## src/rtl/ddr_pkg.sv

```systemverilog
// ddr_pkg: shared defaults and counting helpers for the note-lane engine
package ddr_pkg;
  localparam int LANES_DEF = 4;
  localparam int ROWS_DEF = 8;
  localparam int CNT_W_DEF = 8;
  localparam int MAX_LANES = 8;
  function automatic logic [3:0] popcount(input logic [MAX_LANES-1:0] v);
    logic [3:0] n;
    n = '0;
    for (int i = 0; i < MAX_LANES; i++) n = n + 4'(v[i]);
    return n;
  endfunction
  function automatic logic [31:0] sat_add(input logic [31:0] a, input logic [3:0] b, input logic [31:0] max);
    logic [32:0] s;
    s = {1'b0, a} + {29'b0, b};
    return (s > {1'b0, max}) ? max : s[31:0];
  endfunction
endpackage

```

## src/rtl/ddr_note_lanes_if.sv

```systemverilog
// ddr_note_lanes_if: stimulus and display/score bundle of the note-lane engine
interface ddr_note_lanes_if import ddr_pkg::*; #(
  parameter int LANES = LANES_DEF,
  parameter int ROWS = ROWS_DEF,
  parameter int CNT_W = CNT_W_DEF
);
  logic adv;
  logic [LANES-1:0] spawn;
  logic [LANES-1:0] key;
  logic [LANES*ROWS-1:0] lights;
  logic [LANES-1:0] hit;
  logic [LANES-1:0] miss;
  logic [CNT_W-1:0] score;
  logic [CNT_W-1:0] combo;
  modport master(output adv, spawn, key, input lights, hit, miss, score, combo);
  modport slave(input adv, spawn, key, output lights, hit, miss, score, combo);
endinterface

```

## src/rtl/ddr_lane.sv

```systemverilog
// ddr_lane: one lane column with its row shift register, press detect and hit/miss judging
module ddr_lane import ddr_pkg::*; #(
  parameter int ROWS = ROWS_DEF
) (
  input  logic clk,
  input  logic rst,
  input  logic adv,
  input  logic spawn,
  input  logic key,
  output logic [ROWS-1:0] col,
  output logic hit,
  output logic miss,
  output logic hit_d,
  output logic miss_d,
  output logic wrong_d
);
  logic key_q;
  logic press;
  logic tgt_left;
  logic [ROWS-1:0] col_n;
  // a hit clears the target cell before any shift, so it can never also miss
  always_comb begin
    press = key & ~key_q;
    hit_d = press & col[ROWS-1];
    wrong_d = press & ~col[ROWS-1];
    tgt_left = col[ROWS-1] & ~hit_d;
    miss_d = adv & tgt_left;
    col_n = adv ? {col[ROWS-2:0], spawn} : {tgt_left, col[ROWS-2:0]};
  end
  always_ff @(posedge clk) begin
    if (rst) begin
      col <= '0;
      key_q <= 1'b1;
      hit <= 1'b0;
      miss <= 1'b0;
    end else begin
      col <= col_n;
      key_q <= key;
      hit <= hit_d;
      miss <= miss_d;
    end
  end
endmodule

```

## src/rtl/ddr_note_lanes.sv

```systemverilog
// ddr_note_lanes: scrolling LANES x ROWS note grid with per-lane judging and
// saturating score/combo aggregation
module ddr_note_lanes import ddr_pkg::*; #(
  parameter int LANES = LANES_DEF,
  parameter int ROWS = ROWS_DEF,
  parameter int CNT_W = CNT_W_DEF
) (
  input logic clk,
  input logic rst,
  ddr_note_lanes_if.slave bus
);
  localparam logic [31:0] CNT_MAX = 32'hFFFF_FFFF >> (32 - CNT_W);
  logic [LANES-1:0] hit_d;
  logic [LANES-1:0] miss_d;
  logic [LANES-1:0] wrong_d;
  logic [LANES-1:0] hit_r;
  logic [LANES-1:0] miss_r;
  logic [LANES*ROWS-1:0] lights;
  logic [MAX_LANES-1:0] hit_x;
  logic [3:0] n_hit;
  logic [CNT_W-1:0] score;
  logic [CNT_W-1:0] combo;
  logic [ROWS-1:0] col [LANES];
  for (genvar l = 0; l < LANES; l++) begin : g_lane
    ddr_lane #(.ROWS(ROWS)) u_lane (
      .clk(clk),
      .rst(rst),
      .adv(bus.adv),
      .spawn(bus.spawn[l]),
      .key(bus.key[l]),
      .col(col[l]),
      .hit(hit_r[l]),
      .miss(miss_r[l]),
      .hit_d(hit_d[l]),
      .miss_d(miss_d[l]),
      .wrong_d(wrong_d[l])
    );
    for (genvar r = 0; r < ROWS; r++) begin : g_row
      assign lights[r*LANES+l] = col[l][r];
    end
  end
  always_comb begin
    hit_x = '0;
    hit_x[LANES-1:0] = hit_d;
    n_hit = popcount(hit_x);
  end
  // any miss or wrong press in the cycle beats the hit increment
  always_ff @(posedge clk) begin
    if (rst) begin
      score <= '0;
      combo <= '0;
    end else begin
      score <= CNT_W'(sat_add(32'(score), n_hit, CNT_MAX));
      combo <= (|miss_d || |wrong_d) ? '0 : CNT_W'(sat_add(32'(combo), n_hit, CNT_MAX));
    end
  end
  assign bus.lights = lights;
  assign bus.hit = hit_r;
  assign bus.miss = miss_r;
  assign bus.score = score;
  assign bus.combo = combo;
endmodule

```

## src/flat_wrapper.sv

```systemverilog
// flat-port wrapper written by rule: the top's interface ports become plain ports
module ddr_note_lanes_flat import ddr_pkg::*;
#(
  parameter int LANES = LANES_DEF,
  parameter int ROWS = ROWS_DEF,
  parameter int CNT_W = CNT_W_DEF
)
  (clk, rst, bus_adv, bus_spawn, bus_key, bus_lights, bus_hit, bus_miss, bus_score, bus_combo);
  ddr_note_lanes_if #(.LANES(LANES), .ROWS(ROWS), .CNT_W(CNT_W)) bus_i ();
  input logic clk;
  input logic rst;
  input wire logic [$bits(bus_i.adv)-1:0] bus_adv;
  input wire logic [$bits(bus_i.spawn)-1:0] bus_spawn;
  input wire logic [$bits(bus_i.key)-1:0] bus_key;
  output wire logic [$bits(bus_i.lights)-1:0] bus_lights;
  output wire logic [$bits(bus_i.hit)-1:0] bus_hit;
  output wire logic [$bits(bus_i.miss)-1:0] bus_miss;
  output wire logic [$bits(bus_i.score)-1:0] bus_score;
  output wire logic [$bits(bus_i.combo)-1:0] bus_combo;
  assign bus_i.adv = bus_adv;
  assign bus_i.spawn = bus_spawn;
  assign bus_i.key = bus_key;
  assign bus_lights = bus_i.lights;
  assign bus_hit = bus_i.hit;
  assign bus_miss = bus_i.miss;
  assign bus_score = bus_i.score;
  assign bus_combo = bus_i.combo;
  ddr_note_lanes #(.LANES(LANES), .ROWS(ROWS), .CNT_W(CNT_W)) u_core (.clk(clk), .rst(rst), .bus(bus_i));
endmodule
```

## config.mk

```make
export PLATFORM = sky130hd
export DESIGN_NAME = ddr_note_lanes_flat
export DESIGN_NICKNAME = d
export VERILOG_FILES = /design/src/rtl/ddr_pkg.sv /design/src/rtl/ddr_note_lanes_if.sv /design/src/rtl/ddr_lane.sv /design/src/rtl/ddr_note_lanes.sv /design/src/flat_wrapper.sv
export SDC_FILE = /design/constraint.sdc
export NUM_CORES = 1
export LEC_CHECK = 0
export BUFFER_PORTS_ARGS = -buffer_cell sky130_fd_sc_hd__buf_2
export CORE_MARGIN = 4
export CORE_UTILIZATION = 47
export DETAILED_ROUTE_END_ITERATION = 8
export PLACE_DENSITY = 0.86
export RECOVER_POWER = 25
export SLEW_MARGIN = 25
export SYNTH_ARGS = -nofsm -noshare
export SYNTH_HDL_FRONTEND = slang
export SYNTH_SLANG_ARGS = --single-unit
```

## constraint.sdc

```tcl
create_clock -name clk -period 3.5 [get_ports clk]
set_clock_uncertainty 0.15 [all_clocks]
set_input_delay 0.875 -clock clk [delete_from_list [all_inputs] [get_ports clk]]
set_output_delay 0.875 -clock clk [all_outputs]
set_load 0.03 [all_outputs]
```

==> run_results.csv <==
group,metric,value,unit
grt,use_met3,6.278,%
worst_setup_path,slowest_delay,0.40,ns
die,start_util,48.65,%
synth,ys_types,38,
worst_setup_path,reg2reg_slack,0.38,ns
layout,drive_gt1_share,31.83,%
grt,grt_pass1_vias,1885,
die,dieArea,0.006514,mm2
synth,syn_nets,281,
synth,synth.cell_area,0.002485,mm2
clock_network,numCtsBuffers,9,
synth,synth_top_area_share,48.34,%
synth,syn_area_per_cell,9.557,um2
power,ir_worst_vdd,0.0003330,V
die,rows,26,
worst_hold_path,hold_depth,2,
layout,nFillCells,485,
layout,diodes,0,
clock_network,clkLatencyLatePin,0.33,ns
timing,finalSetupViolations,0,
grt,gr-total-overflow,0,
clock_network,clock_path_buffers,2,
routing,ant_nets,0,
synth,ys_ff_latch,60,
worst_setup_path,worst-path-buf-inv,4,
clock_network,path_clk_slew,0.07,ns
routing,vias,2018,
routing,drt_wl_total,5.254,mm
synth,yosys_warnings,0,
synth,synth_ff_type,"dfxtp_1",
timing,hold_viol,0,
routing,drt-pass1-iter-count,4,
layout,nNetsFinal,350,
placed_design,place_area,0.002890,mm2
worst_hold_path,min_path_type,"reg -> reg",
layout,multi_input_area,0.001166,mm2
grt,grt_busiest_layer,"met2",
timing,setup_slack,0.1651,ns
layout,mostFrequentLayoutCells,"buf_2 (65), dfxtp_1 (60), nor2_1 (36), mux2i_1 (28), inv_1 (17)",
timing,rsz0062_at_grt,"true",
power,total_power,1347,uW
die,fp.dieW,80.71,um
worst_setup_path,path_max_fanout,6,
worst_setup_path,critPathLaunchType,"input port",
die,core_area,0.005107,mm2
routing,drcViolationCount,0,
worst_setup_path,critPathKind,"in -> reg",
worst_setup_path,critPathTopFamily,"adder cells",
die,io_pins,67,
timing,slew_headroom,-34.41,%
synth,syn_inst,260,
worst_setup_path,worstPathArrival,3.43,ns
outcome,violations,"max-capacitance violations, max-slew violations",
power,p_comb_share,5.1,%
worst_hold_path,min_to,"u_core.g_lane[3].u_lane.col[7]$_SDFF_PP0_",
worst_setup_path,critPathCaptureType,"register",
die,die_h,80.71,um
synth,synth_edf_count,0,
power,p_clk_share,43.3,%
worst_setup_path,crit_top_cell,"inv_1",
synth,yosysSeqAreaShare,48.34,%
layout,area_delta_synth_final,25.23,%
clock_network,clock-sinks,60,
placed_design,dpl.hpwl,3.760,mm
layout,final_common_cell,"buf_2",
worst_setup_path,regToRegEndpoint,"u_core.bus.combo[0]$_SDFF_PP0_",
grt,grt_max_degree,51,
synth,async_flop_share,0,%
grt,antenna_found_initial,1,
grt,grt_use_met2,27.07,%
timing,fin_crit,3.335,ns
power,p_switching,308.5,uW
outcome,status,"finished, violations left",
grt,grt_pass1_wl,8.562,mm
timing,worst_pin_slew,2.016,ns
power,internal_power,1038,uW
power,power.density,432.8,mW/mm2
routing,wl_per_cell,13.04,um
worst_setup_path,ff2ff_path_depth,13,
grt,track_usage,17.12,%
placed_design,gp_congestion,0.8002,
power,p_leak,0.001449,uW
routing,drtIter0Drc,99,
worst_setup_path,cpMaxStageDelayCell,"fa_1",
synth,synthTopCellsByArea,"dfxtp_1 (48%), mux2i_1 (11%), nor2_1 (5.6%), ha_1 (3.5%), inv_1 (2.6%)",
clock_network,cts_tree,"done",
worst_setup_path,required,3.59,ns
worst_setup_path,reg2reg_from,"u_core.g_lane[0].u_lane.col[7]$_SDFF_PP0_",
timing,fmax,0.2999,GHz
layout,stdcell_area,0.003112,mm2
timing,post-route-period-util,95.28,%
grt,met1_usage,20.85,%
placed_design,io_buffers,66,
layout,regArea,0.001201,mm2
worst_setup_path,cp_cell_sequence,"buf_2 -> nand2b_4 -> nor2_1 -> ha_1 -> inv_1 -> fa_1 -> inv_1 -> ha_1 -> inv_1 -> fa_2 -> o21bai_2 -> a22oi_2 -> or3_4 -> a211oi_1",
routing,viasPerCell,5.007,
placed_design,place_ws,-0.2908,ns
worst_hold_path,holdCritStartpoint,"u_core.g_lane[3].u_lane.col[6]$_SDFFE_PP0P_",
clock_network,cts_root_buf,"clkbuf_8",
power,p_sw_share,22.91,%
power,pwr-share-seq,51.6,%
timing,finalMaxSlewViolations,51,
run,maxCapViolations,1,
clock_network,holdBufCountCts,0,
clock_network,h-tree-depth,3,
synth,synth_area_leader_cell,"dfxtp_1",
==> power by group through the flow <==
stage          Combinational (uW)  Clock (uW)  Sequential [uW]
6_report                     68.1         583              696
5_1_grt                      74.2         626              696
4_1_cts                      68.1         600              696
3_5_place_dp                 67.8           0              711
3_3_place_gp                 66.7           0              710
2_1_floorplan                38.2           0              721
==> metal layers <==
layer | vias up | part of all wire (%)
met5 | - | 0.13
met4 | 2 | 1.5
met3 | 9 | 6.6
met2 | 46 | 47
met1 | 944 | 45
li1 | 1017 | -
==> state kept, by name (all words and copies together) (netlist names) <==
| register | cells |
|---|---|
| u_core.bus.combo | 8 |
| u_core.g_lane.u_lane.key_q | 4 |
| u_core.g_lane.u_lane.col | 32 |
| u_core.g_lane.u_lane.miss | 4 |
| u_core.g_lane.u_lane.hit | 4 |
| u_core.bus.score | 8 |
==> cell usage after synthesis (all sizes together) (4+ instances only) <==
cell type	count
nor2	37
mux2i	28
or3	5
a211oi	4
nand3	4
a21oi	12
inv	17
ha	7
nand2	13
nand2b	5
or2	4
o21ai	5
xnor2	6
nor3	4
dfxtp	60
buf	12
clkbuf	7
==> stage by stage <==
step / utilization [%] / hold slack (ns) / instances / setup TNS [ns]
global route: 60.93 / 0.3715 / 403 / -0.03791
floorplan: - / 0.3478 / 260 / -0.002454
CTS: 60.14 / 0.3419 / 402 / 0
global placement: 56.59 / 0.3160 / 387 / -1.476
detailed placement: 56.59 / 0.3300 / 387 / -3.510
finish: 60.93 / 0.3440 / 403 / 0
==> repair_timing <==
| item | CTS | global route |
|---|---|---|
| gates resized for setup | 0 | 8 |
| buffers inserted | 0 | 1 |
| endpoints found under the setup margin | 0 | 13 |
==> worst min-delay path, stage by stage, from the launching register on <==
cell and delay, ns:
dfxtp_1 0.33, nand2_1 0.06, a21oi_1 0.05
==> kinds of logic (layout without fill, tap and decap cells) <==
kind of cell	after synthesis	in the layout	share of synthesized area [%]
adder cells (fa/ha/maj)	10	10	5.942
XOR/XNOR	6	6	2.115
buffers and inverters	36	109	6.798
flip-flops	60	60	48.34
AND/OR/NAND/NOR	84	84	16.26
AO/OA/AOI/OAI	36	36	9.265
multiplexers	28	28	11.28
==> final cells by class <==
cell class | instances | share of cell area, %
inverters | 17 | 2.051
flip-flops and latches | 60 | 38.60
well taps | 70 | 2.815
repair buffers | 77 | 13.23
clock buffers | 10 | 4.101
multi-input cells | 164 | 37.47
clock inverters | 5 | 1.729
==> how the worst max path moves through the flow <==
stage | startpoint | end | slack (ns) | cells past startpoint
final | bus_key[0] | u_core.bus.combo[0]$_SDFF_PP0_ | 0.17 | 14
after global routing | bus_key[0] | u_core.bus.combo[1]$_SDFF_PP0_ | -0.03 | 14
after CTS | bus_key[0] | u_core.bus.combo[3]$_SDFF_PP0_ | 0.06 | 14
after detailed placement | bus_key[0] | u_core.bus.combo[3]$_SDFF_PP0_ | -0.29 | 14
after global placement | bus_key[0] | u_core.bus.combo[0]$_SDFF_PP0_ | -0.13 | 14
after floorplan | bus_key[0] | u_core.bus.combo[0]$_SDFF_PP0_ | -0.001 | 14
Power figures use the tool's default switching activity.
